### config.mk
export PLATFORM = sky130hd
export DESIGN_NAME = round_robin_pesado_param
export DESIGN_NICKNAME = d
export VERILOG_FILES = /design/src/rtl/round_robin_pesado_param.sv
export SDC_FILE = /design/constraint.sdc
export NUM_CORES = 1
export LEC_CHECK = 0
export CAP_MARGIN = 20
export CORE_UTILIZATION = 42
export CTS_CLUSTER_DIAMETER = 200
export DETAILED_ROUTE_END_ITERATION = 10
export PLACE_DENSITY = 0.84
export SLEW_MARGIN = 40
export SYNTH_ARGS = -nofsm -noshare
export SYNTH_HDL_FRONTEND = slang
export SYNTH_SLANG_ARGS = --single-unit
### constraint.sdc
create_clock -name clk -period 4.65 [get_ports clk]
set_clock_uncertainty 0.05 [all_clocks]
set_input_delay 1.395 -clock clk [delete_from_list [all_inputs] [get_ports clk]]
set_output_delay 1.395 -clock clk [all_outputs]
set_load 0.05 [all_outputs]
### src/rtl/round_robin_pesado_param.sv
// round_robin_pesado_param: weighted round-robin arbiter granting bursts of weight(q) pops per queue turn.
// Define ROUND_ROBIN_PESADO_URGENT_EN to let queues at/above URGENT_LEVEL jump the circular order at burst boundaries.
module round_robin_pesado_param #(
    parameter int QUEUE_QUANTITY = 4,
    parameter int MAX_WEIGHT     = 64,
    parameter int COUNTER_BITS   = 4,
    parameter int URGENT_LEVEL   = 12
) (
    input  logic                                   clk,
    input  logic                                   rst,
    input  logic                                   enb,
    input  logic [QUEUE_QUANTITY*$clog2(MAX_WEIGHT)-1:0] pesos,
    input  logic [QUEUE_QUANTITY-1:0]              buf_empty,
    input  logic [QUEUE_QUANTITY*COUNTER_BITS-1:0] fifo_counter,
    input  logic                                   downstream_ready,
    output logic [$clog2(QUEUE_QUANTITY)-1:0]      selector,
    output logic                                   selector_enb
);
    localparam int W  = $clog2(MAX_WEIGHT);
    localparam int SW = $clog2(QUEUE_QUANTITY);

    typedef enum logic {IDLE, SERVE} state_t;

    state_t              state;
    logic [SW-1:0]       ptr;
    logic [W-1:0]        credit;
    logic [QUEUE_QUANTITY-1:0] eligible;
    logic                found;
    logic [SW-1:0]       pick;
    logic [SW-1:0]       cand;
    logic                cont;

    always_comb begin
        for (int i = 0; i < QUEUE_QUANTITY; i++)
            eligible[i] = !buf_empty[i] && (pesos[i*W +: W] != '0);
    end

    assign cont = (state == SERVE) && (credit != '0) && !buf_empty[ptr];

    // Nearest eligible queue after ptr wins; ptr itself is tried last.
    always_comb begin
        found = 1'b0;
        pick  = '0;
        cand  = '0;
        for (int k = 1; k <= QUEUE_QUANTITY; k++) begin
            cand = SW'((int'(ptr) + k) % QUEUE_QUANTITY);
            if (!found && eligible[cand]) begin
                found = 1'b1;
                pick  = cand;
            end
        end
`ifdef ROUND_ROBIN_PESADO_URGENT_EN
        for (int i = QUEUE_QUANTITY - 1; i >= 0; i--) begin
            if (eligible[i] && int'(fifo_counter[i*COUNTER_BITS +: COUNTER_BITS]) >= URGENT_LEVEL) begin
                found = 1'b1;
                pick  = SW'(i);
            end
        end
`endif
    end

`ifndef ROUND_ROBIN_PESADO_URGENT_EN
    logic unused_counter;
    assign unused_counter = ^fifo_counter;
`endif

    always_ff @(posedge clk) begin
        if (!rst) begin
            selector     <= '0;
            selector_enb <= 1'b0;
            ptr          <= SW'(QUEUE_QUANTITY - 1);
            credit       <= '0;
            state        <= IDLE;
        end else if (!enb || !downstream_ready) begin
            selector_enb <= 1'b0;
        end else if (cont) begin
            selector     <= ptr;
            selector_enb <= 1'b1;
            credit       <= credit - W'(1);
            state        <= SERVE;
        end else if (found) begin
            selector     <= pick;
            selector_enb <= 1'b1;
            ptr          <= pick;
            credit       <= pesos[pick*W +: W] - W'(1);
            state        <= SERVE;
        end else begin
            selector_enb <= 1'b0;
            credit       <= '0;
            state        <= IDLE;
        end
    end
endmodule

==> results.md, run 1 <==
- Tightest Pin Transition: 495 ps
- Core ar.: 2520 sq um
- Die W: 54.3 um
- Ports: 51
- Fill cells: 227
- Worst-skew pair later-pin latency: 300 ps
- Die Area: 2950 sq um
- Max VDD drop: 0.182 mV
- Setup violators final: 0
- Clock-pin slew of the registers on the worst-case setup and hold paths: 90 ps
- RD Place Congestion: 0.847
- Register area: 240 sq um
- Total Nets Final: 224
- Avg Cell Area, Syn: 8.32 sq um
- Post-synth net total: 189
- Total power divided by cell area: 245 nW/um^2
- Vias per inst: 6.12
- Fin crit share: 92.5%
- Setup CP Type: input port to flip-flop
- Setup bufs post-CTS: 0
- Max Root-Sink Buffers: 2
- Vias in the first global route: 1165
- P_leak: 0.639 nW
- HPWL after detailed placement: 2610 um
- DR pass1 iterations: 4
- Post-Synthesis Cells: 138
- Number of antenna violations at the first check in global routing: 0
- Area of the multi-input gates: 855 sq um
- Post-synthesis sequential area ratio: 20.9%
- N_diodes: 0
- Grt total ovfl: 0
- GRT Overall Usage: 24.7%
- Fin crit period: 4300 ps
- Hold Violations, Final: 0
- Largest net degree at the start of global routing: 17
- Avg WL per Cell: 15.9 um
- CTS Hold Bufs: 0
- Status: finished clean
- Hold Crit Class: flip-flop to flip-flop
- Yosys warns: 0
- Critical path data arrival time: 4480 ps
- Layout cells sized above 1: 10.5%
- Initial DRC Count: 32
- Die Y: 54.3 um
- CTS resizes: 0
- Max Freq: 0.233 GHz
- Most frequent cells in the layout: clkdlybuf4s50_1, mux2i_1, nor2_1
- Unique masters post-synth: 43
- Cell Rows: 18
- CTS sink cnt: 12
- FF+latch count, synth: 12
- Crit path launch type: input port
- Final Util: 61.0%
- Commonest non-fill, non-tap cell in the layout: clkdlybuf4s50_1
- First-pass GRT wire length: 5160 um
- CTS H-tree lvls: 1
- I/O Buffers: 34
- Post-DRT Antenna Nets: 0
- Clk root buf: clkbuf_4
- Max cap viols: 0
- Placed inst area: 1500 sq um
- Fin Setup TNS: 0 ps
- Slew margin rel.: 66.9%
- Final count of pins violating max slew: 0
- Max FO, Critical Path: 7
- Cell Area, Synth: 1150 sq um
- Number of CTS-inserted buffers: 3
- Area delta synth->final: 34.0%
- Initial Util: 45.5%
- Detailed Route WL: 3200 um
- Setup crit end kind: flip-flop
- CTS tree: done
- Fin area: 1540 sq um
- Vias: 1237
- RSZ-0062 raised after global routing: no
- CP required: 4830 ps
- DRC Markers: 0
[final cells by class]
cell class	count	area share (%)
sequential	12	15.6
multi-input combinational	116	55.5
timing repair buffer	36	23.1
clock buffer	4	2.36
inverter	4	0.976
tap	30	2.44
[logic make-up (layout without fill, tap and decap cells)]
group | after synthesis | after routing | synth area share (%)
simple gates | 50 | 50 | 24.3
compound gates | 40 | 40 | 24.7
mux | 23 | 23 | 22.1
flops | 12 | 12 | 20.9
buf+inv | 10 | 44 | 4.68
fa+ha+maj | 3 | 3 | 3.27
[flip-flops by register name, summed over array words and instances, names as in the netlist]
name and count:
ptr 2, credit 6, selector_enb 1, state 1
selector 2
[Yosys cell counts (all sizes together)]
cell / number / area share, %
buf: 3 / 2.4
a221oi: 1 / 0.76
nand4b: 1 / 0.76
a31o: 1 / 0.76
nor4: 3 / 3.5
o211a: 2 / 1.7
ha: 3 / 3.3
or4: 1 / 0.65
nand2: 8 / 2.6
o32ai: 2 / 1.5
nand3: 3 / 1.3
nor3b: 3 / 2.0
o211ai: 4 / 2.6
a221o: 2 / 1.7
a311o: 2 / 1.7
nor2: 13 / 4.2
and2: 2 / 1.1
nand2b: 1 / 0.55
a21oi: 10 / 4.7
and3: 2 / 1.1
mux4: 1 / 2.0
mux2: 6 / 6.2
mux2i: 16 / 14
nor3: 7 / 3.0
a211oi: 1 / 0.65
inv: 4 / 1.3
o21ai: 8 / 3.5
a311oi: 1 / 0.76
a21o: 1 / 0.76
clkbuf: 3 / 0.98
or3: 2 / 1.1
nor2b: 2 / 1.1
o2111a: 1 / 0.98
a31oi: 2 / 1.1
o31ai: 1 / 0.65
dfxtp: 12 / 21
nand3b: 2 / 1.3
o221ai: 1 / 0.76
[power breakdown]
part	internal (W)	total [W]	leakage, nW	switching (W)
clock	0.0000478	0.0000900	0.0210	0.0000422
sequential	0.000112	0.000122	0.0986	0.00000949
combinational	0.0000837	0.000165	0.519	0.0000815
[routing by layer]
metal | wire [um] | GRT usage, %
met5 | 0 | 0
met4 | 50 | 6.41
met3 | 160 | 6.39
met2 | 1510 | 42.3
met1 | 1480 | 30.5
[metrics by stage]
step	hold WS (ps)	setup WS (ps)	std cells	power [W]
after floorplan	430	688	138	0.000234
after global placement	436	114	198	0.000283
after detailed placement	438	53.9	198	0.000288
after CTS	468	353	202	0.000376
after global routing	480	112	202	0.000400
final	471	351	202	0.000377
[critical path, stage by stage]
cell and delay [ps]:
clkdlybuf4s50_1 460, nor4_2 370, a21o_2 220, nand2_1 100, a311o_1 500, mux2i_1 160
mux2_2 300, ha_1 240, or4_1 530, a31oi_1 180
[path summary, 6_finish.rpt]
path	startpoint	to	slack (ps)	depth (start not counted)
worst max-delay path	pesos[10]	credit[2]	350	10
worst min-delay path	credit[0]	credit[0]	470	2
worst max register to register	ptr[1]	credit[2]	1710	9
worst min register to register	credit[0]	credit[0]	470	2
(Power assumes the default switching activity.)
==> inputs of run 2 (changes only) <==
--- a/config.mk
+++ b/config.mk
@@ -6,10 +6,11 @@
 export NUM_CORES = 1
 export LEC_CHECK = 0
 export CAP_MARGIN = 20
-export CORE_UTILIZATION = 42
+export CORE_UTILIZATION = 40
 export CTS_CLUSTER_DIAMETER = 200
 export DETAILED_ROUTE_END_ITERATION = 10
-export PLACE_DENSITY = 0.84
+export MAX_ROUTING_LAYER = met4
+export PLACE_DENSITY = 0.81
 export SLEW_MARGIN = 40
 export SYNTH_ARGS = -nofsm -noshare
 export SYNTH_HDL_FRONTEND = slang
==> run 2 against run 1 <==
  * Clock power decreased by 6.1%
  * Hold slack improved by 6.0 ps
  * Die area increased by 4.8%
  * Critical path type unchanged
  * Highest routed layer unchanged
==> results.md, run 2 (synthesis results as in run 1) <==
- CP required: 4810 ps (-20 ps)
- Layout cells sized above 1: 10.5% (unchanged)
- Fin crit share: 93.9% (+1.5 points)
- I/O Buffers: 34 (unchanged)
- Setup violators final: 0 (unchanged)
- Area delta synth->final: 34.1% (about the same)
- Most frequent cells in the layout: clkdlybuf4s50_1, mux2i_1, nor2_1
- Tightest Pin Transition: 500 ps (+4.93 ps)
- Die Area: 3090 sq um (+4.8%)
- DRC Markers: 0 (unchanged)
- Hold Path End: state
- Total Nets Final: 224 (unchanged)
- First-pass GRT wire length: 5000 um (-3.2%)
- Gr busiest metal: met2
- Slowest-stage cell, CP: or4_1
- Fin crit period: 4370 ps (+69.6 ps)
- Fin Setup TNS: 0 ps (unchanged)
- Tot Pwr: 0.000373 W (-1.2%)
- HPWL after detailed placement: 2490 um (-4.6%)
- N_diodes: 0 (unchanged)
- Number of CTS-inserted buffers: 3 (unchanged)
- P_leak: 0.639 nW (unchanged)
- Hold Crit Class: flip-flop to flip-flop
- Area of the multi-input gates: 855 sq um (unchanged)
- Core ar.: 2730 sq um (+8.4%)
- Fill cells: 250 (+10%)
- Reg with most FFs: credit
- Final Util: 56.3% (-4.7 points)
- DR pass1 iterations: 4 (unchanged)
- CTS tree: done
- CP max stage delay: 560 ps (+30 ps)
- Cell Rows: 19 (+1)
- Slew margin rel.: 66.6% (-0.33 points)
- Initial DRC Count: 39 (+22%)
- Setup crit end kind: flip-flop
- Largest register FFs: 6 (unchanged)
- Setup bufs post-CTS: 0 (unchanged)
- Setup CP Type: input port to flip-flop
- Vias per inst: 6.16 (+0.55%)
- WP buf/inv: 1 (unchanged)
- Flop pwr share: 32.9% (+0.6 points)
- Register area: 240 sq um (unchanged)
- FF-to-FF setup slack: 1670 ps (-40 ps)
- Hold Violations, Final: 0 (unchanged)
- Grt met3 use: 3.95% (-2.4 points)
- Status: finished clean
- CTS sink cnt: 12 (unchanged)
- Non-Filler Instances: 203 (+0.50%)
- Max Freq: 0.229 GHz (-1.6%)
- Met2 usage: 35.5% (-6.8 points)
- Initial Util: 42.0% (-3.5 points)
- Cell Int Power: 0.000244 W (about the same)
- Die W: 55.6 um (+2.4%)
- RD Place Congestion: 0.904 (+6.7%)
- Fin area: 1540 sq um (about the same)
- Worst-skew pair later-pin latency: 280 ps (-20 ps)
- RSZ-0062 raised after global routing: no
- Commonest non-fill, non-tap cell in the layout: clkdlybuf4s50_1
- Vias: 1250 (+1.1%)
- Total power divided by cell area: 242 nW/um^2 (-1.3%)
- Sw frac: 34.5% (-0.77 points)
- Max FO, Critical Path: 8 (+1)
- CTS H-tree lvls: 1 (unchanged)
- Avg WL per Cell: 15.0 um (-5.6%)
- Clk root buf: clkbuf_4
- CP Cell Sequence: clkdlybuf4s50_1 > nor4_2 > a21o_2 > nand2_1 > a311o_1 > mux2i_1 > mux2_2 > ha_1 > or4_1 > a31oi_1
- Crit path launch type: input port
- Top Family by Delay on Critical Path: simple AND/OR/NAND/NOR gates
- Critical path data arrival time: 4530 ps (+50 ps)
- Global-route met1 utilization: 24.2% (-6.3 points)
- Clock-pin slew of the registers on the worst-case setup and hold paths: 80 ps (about the same)
- Comb pwr share: 44.5% (+0.7 points)
- Max cap viols: 0 (unchanged)
- CTS Hold Bufs: 0 (unchanged)
- Post-DRT Antenna Nets: 0 (unchanged)
- Largest regs: credit (6), ptr (2), selector (2)
- Reg2reg end: credit[2]
- Placed Instances: 199 (+0.51%)
- GRT Overall Usage: 20.3% (-4.4 points)
- Reported net switching power: 0.000129 W (-3.4%)
- Largest net degree at the start of global routing: 17 (unchanged)
- Clock power share: 22.7% (-1.2 points)
- Worst R2R Path Depth: 9 (unchanged)
- Placed inst area: 1500 sq um (about the same)
- Hold wc startpoint: state
- Ports: 51 (unchanged)
- Max Root-Sink Buffers: 2 (unchanged)
- Die Y: 55.6 um (+2.4%)
- CTS resizes: 0 (unchanged)
- Crit Reg-Reg Startpoint: ptr[1]
- Vias in the first global route: 1169 (+0.34%)
- Grt total ovfl: 0 (unchanged)
- Worst hold path depth: 2 (unchanged)
- Number of antenna violations at the first check in global routing: 0 (unchanged)
- Final count of pins violating max slew: 0 (unchanged)
- Detailed Route WL: 3040 um (-5.2%)
- Max VDD drop: 0.243 mV (+34%)
[run 2: cell counts in the layout (fill, tap and decap cells not counted)]
No cell type changed its count.
[run 2: stage by stage]
stage               worst slack, ps  hold WS (ps)
global placement               93.2           444
detailed placement             43.6           456
global route                    165           503
CTS                             332           477
floorplan                       688           430
finish                          281           477
[run 2: area by class of cell]
class	instances	share of cell area (%)
Tap cell	31	2.52
Timing Repair Buffer	36	23.1
Inverter	4	0.975
Sequential cell	12	15.6
Multi-Input combinational cell	116	55.5
Clock buffer	4	2.36
[run 2: worst max-delay path by stage]
stage | from | cells past startpoint | slack [ps] | to
global route | pesos[10] | 10 | 160 | credit[2]
CTS | pesos[10] | 10 | 330 | credit[2]
floorplan | pesos[10] | 11 | 690 | credit[2]
detailed placement | pesos[10] | 10 | 40 | credit[2]
finish | pesos[10] | 10 | 280 | credit[2]
global placement | pesos[10] | 10 | 90 | credit[2]
[run 2: power by group through the flow]
| stage | registers, W | logic [W] | clock network [W] |
|---|---|---|---|
| final | 0.000122 | 0.000166 | 0.0000845 |
| after global routing | 0.000123 | 0.000179 | 0.0000911 |
| after CTS | 0.000122 | 0.000163 | 0.0000863 |
| after detailed placement | 0.000124 | 0.000163 | 0 |
| after global placement | 0.000124 | 0.000159 | 0 |
| after floorplan | 0.000127 | 0.000106 | 0 |
[run 2: per-layer routing]
metal / routed length, um / vias up / part of all wire [%]
li1: - / 606 / -
met1: 1290 / 589 / 42
met2: 1550 / 49 / 51
met3: 159 / 6 / 5.2
met4: 36 / 0 / 1.2
met5: 0 / - / 0
[run 2: worst reg2reg max path: cells and delay by family (launching register included)]
family | cells | cell delay (ps)
muxes | 2 | 490
DFF | 1 | 410
and+or+nand+nor | 1 | 560
buffers and inverters | 1 | 120
adders and majority gates | 1 | 240
AOI/OAI and AO/OA | 4 | 1050
